`config.mk`:
```
export PLATFORM = sky130hd
export DESIGN_NAME = fp_bus_arbiter
export DESIGN_NICKNAME = d
export VERILOG_FILES = /design/src/rtl/fp_arb_pkg.sv /design/src/rtl/fp_rr_pick.sv /design/src/rtl/fp_bus_arbiter.sv
export SDC_FILE = /design/constraint.sdc
export NUM_CORES = 1
export LEC_CHECK = 0
export CAP_MARGIN = 20
export CORE_ASPECT_RATIO = 0.8
export CORE_MARGIN = 5
export CORE_UTILIZATION = 60
export DETAILED_ROUTE_END_ITERATION = 7
export DONT_BUFFER_PORTS = 1
export GPL_ROUTABILITY_DRIVEN = 0
export PLACE_DENSITY_LB_ADDON = 0.05
export SYNTH_ARGS = -nofsm -noshare
export SYNTH_HDL_FRONTEND = slang
export SYNTH_HIERARCHICAL = 1
export SYNTH_SLANG_ARGS = --single-unit
```
`constraint.sdc`:
```
create_clock -name clk -period 3.7 [get_ports clk]
set_input_delay 0.37 -clock clk [delete_from_list [all_inputs] [get_ports clk]]
set_output_delay 0.37 -clock clk [all_outputs]
set_load 0.01 [all_outputs]
```
`src/rtl/fp_arb_pkg.sv`:
```
// Shared types and default widths for the FPro MMIO bus arbiter.
package fp_arb_pkg;

    localparam int unsigned FP_ADDR_W = 21;
    localparam int unsigned FP_DATA_W = 32;

    typedef enum logic [1:0] {
        IDLE,
        ISSUE,
        RESP
    } arb_state_t;

    typedef logic master_id_t;

endpackage

```
`src/rtl/fp_rr_pick.sv`:
```
// Combinational two-way picker: round-robin on contention when rr_en, else m0 priority.
module fp_rr_pick
    import fp_arb_pkg::*;
(
    input  logic [1:0] req,
    input  master_id_t last_grant,
    input  logic       rr_en,
    output logic       gnt_valid,
    output master_id_t gnt_id
);

    // Contention goes to the master that did not win last; a lone requester always wins.
    always_comb begin
        gnt_valid = |req;
        gnt_id    = 1'b0;
        if (req == 2'b11) begin
            gnt_id = rr_en ? ~last_grant : 1'b0;
        end else if (req[1]) begin
            gnt_id = 1'b1;
        end
    end

endmodule

```
`src/rtl/fp_bus_arbiter.sv`:
```
// Shares one FPro MMIO bus between two req/ack masters, one single-cycle transaction per grant.
module fp_bus_arbiter
    import fp_arb_pkg::*;
#(
    parameter int unsigned ADDR_W = FP_ADDR_W,
    parameter int unsigned DATA_W = FP_DATA_W,
    parameter bit          RR_EN  = 1'b1
) (
    input  logic              clk,
    input  logic              reset_n,
    input  logic              m0_req,
    input  logic              m0_wr,
    input  logic [ADDR_W-1:0] m0_addr,
    input  logic [DATA_W-1:0] m0_wr_data,
    output logic [DATA_W-1:0] m0_rd_data,
    output logic              m0_ack,
    input  logic              m1_req,
    input  logic              m1_wr,
    input  logic [ADDR_W-1:0] m1_addr,
    input  logic [DATA_W-1:0] m1_wr_data,
    output logic [DATA_W-1:0] m1_rd_data,
    output logic              m1_ack,
    output logic              s_mmio_cs,
    output logic              s_mmio_wr,
    output logic              s_mmio_rd,
    output logic [ADDR_W-1:0] s_mmio_addr,
    output logic [DATA_W-1:0] s_mmio_wr_data,
    input  logic [DATA_W-1:0] s_mmio_rd_data,
    output logic              busy,
    output master_id_t        grant_id
);

    arb_state_t        state, state_nxt;
    master_id_t        last_grant, last_nxt, grant_nxt;
    logic              gnt_valid;
    master_id_t        gnt_id;
    logic              cs_nxt, wr_nxt, rd_nxt, busy_nxt;
    logic [ADDR_W-1:0] addr_nxt;
    logic [DATA_W-1:0] wdata_nxt;
    logic [1:0]        ack_nxt;
    logic [1:0]        rd_cap;

    fp_rr_pick u_pick (
        .req        ({m1_req, m0_req}),
        .last_grant (last_grant),
        .rr_en      (RR_EN),
        .gnt_valid  (gnt_valid),
        .gnt_id     (gnt_id)
    );

    // State register.
    always_ff @(posedge clk or negedge reset_n) begin
        if (!reset_n) begin
            state <= IDLE;
        end else begin
            state <= state_nxt;
        end
    end

    // Next state plus next values of the registered bus, ack and grant outputs.
    // The bus registers double as the latched request: they hold the winner's fields during ISSUE.
    always_comb begin
        state_nxt = state;
        cs_nxt    = 1'b0;
        wr_nxt    = 1'b0;
        rd_nxt    = 1'b0;
        addr_nxt  = '0;
        wdata_nxt = '0;
        ack_nxt   = 2'b00;
        rd_cap    = 2'b00;
        busy_nxt  = 1'b0;
        grant_nxt = grant_id;
        last_nxt  = last_grant;
        unique case (state)
            IDLE: begin
                if (gnt_valid) begin
                    state_nxt = ISSUE;
                    cs_nxt    = 1'b1;
                    wr_nxt    = gnt_id ? m1_wr : m0_wr;
                    rd_nxt    = ~wr_nxt;
                    addr_nxt  = gnt_id ? m1_addr : m0_addr;
                    wdata_nxt = gnt_id ? m1_wr_data : m0_wr_data;
                    grant_nxt = gnt_id;
                    busy_nxt  = 1'b1;
                end
            end
            ISSUE: begin
                state_nxt         = RESP;
                ack_nxt[grant_id] = 1'b1;
                rd_cap[grant_id]  = s_mmio_rd;
                busy_nxt          = 1'b1;
            end
            RESP: begin
                state_nxt = IDLE;
                last_nxt  = grant_id;
            end
            default: begin
                state_nxt = IDLE;
            end
        endcase
    end

    // Registered bus strobes, acks, busy and grant bookkeeping.
    always_ff @(posedge clk or negedge reset_n) begin
        if (!reset_n) begin
            s_mmio_cs      <= 1'b0;
            s_mmio_wr      <= 1'b0;
            s_mmio_rd      <= 1'b0;
            s_mmio_addr    <= '0;
            s_mmio_wr_data <= '0;
            m0_ack         <= 1'b0;
            m1_ack         <= 1'b0;
            busy           <= 1'b0;
            grant_id       <= 1'b0;
            last_grant     <= 1'b1;
        end else begin
            s_mmio_cs      <= cs_nxt;
            s_mmio_wr      <= wr_nxt;
            s_mmio_rd      <= rd_nxt;
            s_mmio_addr    <= addr_nxt;
            s_mmio_wr_data <= wdata_nxt;
            m0_ack         <= ack_nxt[0];
            m1_ack         <= ack_nxt[1];
            busy           <= busy_nxt;
            grant_id       <= grant_nxt;
            last_grant     <= last_nxt;
        end
    end

    // Read data capture; each master's register changes only on its own completed read.
    always_ff @(posedge clk or negedge reset_n) begin
        if (!reset_n) begin
            m0_rd_data <= '0;
            m1_rd_data <= '0;
        end else begin
            if (rd_cap[0]) m0_rd_data <= s_mmio_rd_data;
            if (rd_cap[1]) m1_rd_data <= s_mmio_rd_data;
        end
    end

endmodule

```
-- Word-level counts from Yosys, hierarchy flattened
Index checks and enable logic that the tools add are counted.
- $add $sub $neg: 0
- $mul: 0
- divide/modulo/power cells: 0
- magnitude comparators: 2
- equal/unequal tests: 4
- shift operators: 0
- multiplexer cells: 22
- bitwise logic cells: 3
- reductions and logical operators: 4
- operators with widths (operator ; number):
    two-way mux 32 bit ; 3
    two-way mux 21 bit ; 3
    two-way mux 1 bit ; 10
    two-way mux 2 bit ; 3
    == test 2 bit, second input constant ; 2
    case mux 2 bit (2 select lines) ; 1
    AND 2 bit ; 1
    == test 2 x 1 -> 1 bit, second input constant ; 1
    zero test 2 bit ; 1
    < comparator 1 x 2 -> 1 bit, second input constant ; 1
    inequality test 2 bit, second input constant ; 1
    inverter 1 bit ; 2
    case mux 1 bit (2 select lines) ; 1
    AND reduction 2 bit ; 1
    OR reduction 2 bit ; 1
    demux 1 bit (select 1 bit) ; 1
    >= comparator 1 bit, second input constant ; 1
    logical AND 1 bit ; 1
- register bits: 127
- latch bits: 0
- bits in writable memories: 0
- ROM bits: 0
- input port bits: 144
- output and inout bits: 124
- word-level logic and storage cells: 48
- memories kept: 0

-- Depth between registers and ports, before layout
Gate-level depths: netlist (run 1).
- depth after elaboration: 6
- mapped depth: 6

-- By module
Netlist (run 1), hierarchy kept.
- by module, submodules not included (module ; instances ; cells an instance ; area each (sq um) ; sequential area each (sq um)):
    fp_bus_arbiter ; 1 ; 333 ; 5037.3 ; 3179.3
    fp_rr_pick ; 1 ; 3 ; 20.0 ; 0.0

-- Least setup slack after synthesis (run 1)
OpenSTA, ideal clock, no wires.
- kind: reg2reg
- start: register grant_id
- end: register m0_rd_data[10]
- library setup time: 125 ps
- data arrival time: 1347 ps
- required time: 3575 ps
- slack: 2228 ps
- stages on the path, launching flop included: 5
- clock period less this slack: 1472 ps
- cells stage by stage: dfrtp_1 nor4bb_1 buf_4 buf_12 mux2_4
- cells in the longest elaborated chain, start to end: 6
- elaborated cells on any way between the ends: 7
- classes of those cells: order compare (2); mux (3); bitwise (1); reduce/logical (1)
- RTL lines (item ; RTL line ; RTL):
    start, declared ; fp_bus_arbiter.sv:30 ; output master_id_t grant_id
    start signal, assigned ; fp_bus_arbiter.sv:125 ; grant_id <= grant_nxt;
    < comparator 1 x 2 -> 1 bit (implied by the code) or >= comparator 1 bit (tied branches) ; fp_bus_arbiter.sv:90 ; rd_cap[grant_id] = s_mmio_rd;
    logical AND 1 bit (implied by the code) ; fp_bus_arbiter.sv:90 ;
    two-way mux 1 bit (implied by the code) ; fp_bus_arbiter.sv:90 ;
    demux 1 bit (select 1 bit) * ; fp_bus_arbiter.sv:90 ;
    AND 2 bit (no line) * ; - ;
    two-way mux 2 bit * ; fp_bus_arbiter.sv:74 ; unique case (state)
    end signal, assigned ; fp_bus_arbiter.sv:136 ; if (rd_cap[0]) m0_rd_data <= s_mmio_rd_data;
    end, declared ; fp_bus_arbiter.sv:15 ; output logic [DATA_W-1:0] m0_rd_data,
Every way passes the cells marked *; elsewhere a longest branch is shown, timed or not.
A chain may end at the register's enable or synchronous reset.

-- Worst setup path after layout (run 1)
- start: register last_grant
- end: register s_mmio_wr_data[15]
- cells in the longest elaborated chain, start to end: 5
- RTL lines (item ; RTL line ; RTL):
    start, declared ; fp_bus_arbiter.sv:34 ; master_id_t last_grant, last_nxt, grant_nxt;
    start signal, assigned ; fp_bus_arbiter.sv:126 ; last_grant <= last_nxt;
    inverter 1 bit ; fp_rr_pick.sv:17 ; gnt_id = rr_en ? ~last_grant : 1'b0;
    two-way mux 1 bit ; fp_rr_pick.sv:16 ; if (req == 2'b11) begin
    named net gnt_id ; fp_bus_arbiter.sv:36 ; master_id_t gnt_id;
    two-way mux 32 bit ; fp_bus_arbiter.sv:82 ; wdata_nxt = gnt_id ? m1_wr_data : m0_wr_data;
    two-way mux 32 bit ; fp_bus_arbiter.sv:76 ; if (gnt_valid) begin
    two-way mux 32 bit ; fp_bus_arbiter.sv:74 ;
    named net wdata_nxt[15] ; fp_bus_arbiter.sv:39 ; logic [DATA_W-1:0] wdata_nxt;
    end signal, assigned ; fp_bus_arbiter.sv:121 ; s_mmio_wr_data <= wdata_nxt;
    end, declared ; fp_bus_arbiter.sv:27 ; output logic [DATA_W-1:0] s_mmio_wr_data,
The timed path passes the listed nets, and every way through them passes these cells.

==> impl_metrics.yaml, run 1 <==
status:
  status: "completed"
clocking:
  postCtsSetupBuffers: 0
  cts_tree: "built"
  cts_root_buffer: "clkbuf_8"
  cts_num_sinks: 127
  htree_levels: 4
  cts_made_buffers: 17
  clock_latency_ps: 510
  clk_path_buf_depth: 2
  clk_pin_slew_ps: 60
sta:
  maxSlewViolCount: 0
  relSlewSlack_pct: 56.2
  clock_skew_ps: 5.18
  fmax_mhz: 405
  rsz0062_at_grt: "no"
  tightest_slew_ps: 657
  post-route-period-util_pct: 66.8
  setup_tns_ps: 0
  fin_crit_ps: 2470
  hold_viol: 0
  report.final.setup_viol: 0
synthesis:
  post_synth.cell_area_avg_um2: 15.1
  yosysSeqAreaShare_pct: 62.9
  yosysWarnings: 6
  synth_cell_types: 21
  syn_area_mm2: 0.00506
  syn_inst: 336
  synth_seq_cells: 127
  syn-num-nets: 480
hold_path:
  hold_class: "input port to flop"
floorplanning:
  start_util_pct: 60.4
  die_w_um: 113
  die_y_um: 92.1
  coreArea_mm2: 0.00837
  rows: 30
  ios: 268
  dieArea_mm2: 0.0104
global_routing:
  grt_pass1_wl_um: 18800
  grt_pass1_vias: 3330
  gr-total-overflow: 0
  grt_start_max_net_pins: 128
  antenna_found_initial: 0
  grtUsageTotal_pct: 24.3
power_and_ir_drop:
  p_sw_uw: 1650
  power_uw: 5280
  p_per_area_mw_per_mm2: 801
  sequentialPowerShare_pct: 50.8
  p_int_uw: 3630
  share_comb_of_total_power_pct: 18.9
  switching_share_pct: 31.3
  ir_worst_vdd_mv: 0.477
  clkPwrFrac_pct: 30.4
  p_leak_uw: 0.00306
layout:
  postLayoutCellArea_mm2: 0.00660
  syn2layout_area_growth_pct: 30.4
  final_common_cell: "dfrtp_1"
  stdcell_count: 553
  layout-drive-gt1-share_pct: 23.6
  layout_common_cells: "dfrtp_1 (126), dlygate4sd3_1 (90), nor2_1 (56)"
  fin_util_pct: 78.8
  n_antenna_cell: 0
  final_net_count: 574
route:
  vias: 3054
  viasPerCell: 5.52
  wl_um: 12700
  route.detailed.wl_per_inst_um: 23.0
  drcViolationCount: 0
  ant_nets: 0
  dr.pass1.iters: 4
  drtIter0Drc: 124
setup_path:
  cp_top_family: "buffers and inverters"
  end_kind: "flop"
  cp_slowest_cell: "dlygate4sd3_1"
  max_stage_delay_ps: 600
  worstSetupPathType: "flop to flop"
  crit_required_ps: 4070
  critPathBufInv: 2
  worstPathMaxFanout: 43
  crit_chain: "nand2b_1 > a21boi_4 > buf_12 > mux2i_1 > dlygate4sd3_1 > nor2_1"
  critPathArrivalTime_ps: 2840
  cp-start-kind: "flop"
placement:
  placedCellCount: 432
  hpwl_um: 7720
  port_buffers: 0
  place_area_mm2: 0.00509
job:
  cap_violations: 0
-- flip-flops by register name (all words and copies together) (netlist names) --
name	cells
m0_rd_data	32
m1_rd_data	32
s_mmio_wr_data	32
s_mmio_addr	21
state	2
busy	1
grant_id	1
last_grant	1
m0_ack	1
m1_ack	1
s_mmio_cs	1
s_mmio_rd	1
s_mmio_wr	1
-- cell usage after synthesis --
| master | instances | area share, % |
|---|---|---|
| or2_1 | 1 | 0.12 |
| nor2_1 | 56 | 4.2 |
| nor4bb_1 | 1 | 0.20 |
| dfstp_2 | 1 | 0.52 |
| buf_12 | 3 | 1.2 |
| nor2b_1 | 2 | 0.25 |
| nand2b_1 | 2 | 0.25 |
| mux2i_1 | 54 | 11 |
| nand4b_2 | 1 | 0.30 |
| buf_2 | 9 | 0.89 |
| buf_6 | 5 | 1.1 |
| or3b_4 | 1 | 0.22 |
| mux2_4 | 30 | 8.9 |
| conb_1 | 1 | 0.074 |
| buf_4 | 1 | 0.15 |
| and2_1 | 2 | 0.25 |
| inv_1 | 2 | 0.15 |
| mux2_2 | 36 | 8.0 |
| a21boi_1 | 1 | 0.15 |
| dfrtp_1 | 126 | 62 |
| clkbuf_1 | 1 | 0.074 |
-- final cells by class --
type,instances,area [um^2]
inverter,2,7.51
fill,471,1780
tap,112,140
clock inverter,6,80.1
sequential,127,3180
multi-input combinational,188,1720
timing repair buffer,94,963
clock buffer,24,500
-- per-layer routing --
metal  track usage [%]  share of wire [%]  routed length, um  vias to the layer above
met2              40.5                 51               6470                      189
met5                 0                  0                  0                        -
met3              10.6                9.5               1210                       30
met1              26.7                 36               4600                     1507
met4              11.2                3.4                427                        0
li1                  -                  -                  -                     1328
-- worst paths after layout --
kind / startpoint / end / slack (ps) / cells after the start
max: last_grant$_DFFE_PN1N_ / s_mmio_wr_data[15]$_DFF_PN0_ / 1230 / 6
min: m1_wr_data[1] / s_mmio_wr_data[1]$_DFF_PN0_ / 30 / 2
max reg2reg: last_grant$_DFFE_PN1N_ / s_mmio_wr_data[15]$_DFF_PN0_ / 1230 / 6
min reg2reg: m1_rd_data[30]$_DFFE_PN0P_ / m1_rd_data[30]$_DFFE_PN0P_ / 580 / 1
max in group asynchronous: reset_n / m1_rd_data[13]$_DFFE_PN0P_ / 2720 / 2
min in group asynchronous: reset_n / m0_rd_data[26]$_DFFE_PN0P_ / 550 / 2
-- worst reg2reg max path, cell delays in order (launching register included) --
cell and delay (ps):
dfstp_2 360, nand2b_1 160, a21boi_4 500, buf_12 360
mux2i_1 310, dlygate4sd3_1 600, nor2_1 40
-- stage by stage --
| stage | setup slack (ps) | hold WS (ps) |
|---|---|---|
| final | 1230 | 25.4 |
| after CTS | 1350 | 0.0222 |
| after global routing | 1140 | 3.22 |
| after global placement | 1850 | 77.2 |
| after detailed placement | 1820 | 77.8 |
| after floorplan | 2230 | 74.4 |
-- cells by family after synthesis --
kind of cell    count (synthesis)  share of synthesized area, %
compound gates                  1                         0.148
simple gates                   66                          5.74
other cells                     1                        0.0741
buf+inv                        21                          3.56
mux                           120                          27.6
flops                         127                          62.9
-- power groups by stage --
stage | Sequential, uW | Combinational [uW] | Clock (uW)
4_1_cts | 2690 | 987 | 1620
5_1_grt | 2740 | 1090 | 1700
3_5_place_dp | 2710 | 848 | 0
2_1_floorplan | 2500 | 811 | 0
6_report | 2680 | 996 | 1600
3_3_place_gp | 2700 | 809 | 0
-- repair_timing --
item,CTS,global route
endpoints found under the hold margin,223,0
hold buffers,91,0
gates resized for setup,0,0
Power figures use the tool's default switching activity.
==> inputs of run 2 (changes only) <==
- clock period: 3.7 -> 2.5 ns (I/O delays scaled with it)
==> run 2 against run 1 <==
The run now fails in clock tree synthesis. Synthesized cell count is the same. Area after synthesis is the same.
==> impl_metrics.yaml, run 2 <==
clocking:
  postCtsSetupBuffers: 0
  cts_made_buffers: 17
  cts_resized: 0
  cts_root_buffer: "clkbuf_8"
  clk_path_buf_depth: 2
  cts_num_sinks: 127
  htree_levels: 4
  hold_buffers: 102
synthesis:
  yosysSeqAreaShare_pct: 62.9
  syn_area_mm2: 0.00506
  synth-main-ff-cell: "dfrtp_1"
  synth_cell_types: 21
  synthArstFlopShare_pct: 100
  post_synth.cell_area_avg_um2: 15.1
  synth.most_common_cell: "dfrtp_1"
  yosysWarnings: 6
  synth_edf_count: 0
  syn-num-nets: 480
  synth_area_leader_cell: "dfrtp_1"
  syn_inst: 336
  synthTopCellsByArea: "dfrtp_1 (62%), mux2i_1 (11%), mux2_4 (8.9%)"
  synth_common_cells: "dfrtp_1 (126), nor2_1 (56), mux2i_1 (54)"
  synth_top_area_share_pct: 62.3
  synth_seq_cells: 127
placement:
  place_area_mm2: 0.00511
  placedCellCount: 434
  port_buffers: 0
  hpwl_um: 7680
status:
  firstError: "[ERROR RSZ-0060] Max buffer count reached."
  status: "aborted with a tool error"
  haltStage: "clock tree synthesis"
floorplanning:
  rows: 30
  ios: 268
  die_w_um: 113
  start_util_pct: 60.4
  die_y_um: 92.1
[run 2: logic make-up after synthesis]
kind of cell | count (synthesis) | synth area share [%]
compound gates | 1 | 0.148
buf+inv | 21 | 3.56
flops | 127 | 62.9
mux | 120 | 27.6
other cells | 1 | 0.0741
simple gates | 66 | 5.74
[run 2: through the flow]
stage / setup slack, ps / hold slack [ps] / util (%)
floorplan: 1030 / -45.6 / -
global placement: 829 / -42.8 / 61.1
detailed placement: 791 / -42.6 / 61.1
==> inputs of run 3 (changes only) <==
- CORE_ASPECT_RATIO: 0.8 -> not set
- CORE_UTILIZATION: 60 -> 40
- PLACE_DENSITY_LB_ADDON: 0.05 -> 0.15
==> run 3 against run 2 <==
The run again fails in clock tree synthesis. Area after synthesis stayed put. Synthesized cell count stayed put.
==> impl_metrics.yaml, run 3 <==
synthesis:
  synthTopCellsByArea: "dfrtp_1 (62%), mux2i_1 (11%), mux2_4 (8.9%)"
  syn_inst: 336
  synth_edf_count: 0
  synth_cell_types: 21
  synth_area_leader_cell: "dfrtp_1"
  yosysSeqAreaShare_pct: 62.9
  yosysWarnings: 6
  synth_top_area_share_pct: 62.3
  synth-main-ff-cell: "dfrtp_1"
  synth_seq_cells: 127
  syn-num-nets: 480
  syn_area_mm2: 0.00506
  post_synth.cell_area_avg_um2: 15.1
  synth_common_cells: "dfrtp_1 (126), nor2_1 (56), mux2i_1 (54)"
  synth.most_common_cell: "dfrtp_1"
  synthArstFlopShare_pct: 100
floorplanning:
  die_y_um: 122
  die_w_um: 122
  ios: 268
  start_util_pct: 40.4
  rows: 41
clocking:
  cts_made_buffers: 17
  hold_buffers: 106
  htree_levels: 4
  cts_num_sinks: 127
  postCtsSetupBuffers: 0
  cts_resized: 0
  clk_path_buf_depth: 2
  cts_root_buffer: "clkbuf_16"
placement:
  pre_cts_ws_ps: 558
  placedCellCount: 494
  hpwl_um: 8060
  port_buffers: 0
status:
  haltStage: "clock tree synthesis"
  status: "aborted with a tool error"
  firstError: "[ERROR RSZ-0060] Max buffer count reached."
-- run 3: cell counts after synthesis --
Identical to the previous run, type by type.
-- run 3: cell families after synthesis --
kind of cell | Yosys count | share of synthesized area (%)
other | 1 | 0.0741
buffers and inverters | 21 | 3.56
and+or+nand+nor | 66 | 5.74
DFF | 127 | 62.9
muxes | 120 | 27.6
AOI/OAI and AO/OA | 1 | 0.148
-- run 3: metrics by stage --
step,area [um^2],utilization (%),hold slack (ps)
after floorplan,5060,-,-45.6
after global placement,5200,41.6,-41.8
after detailed placement,5200,41.6,-40.4
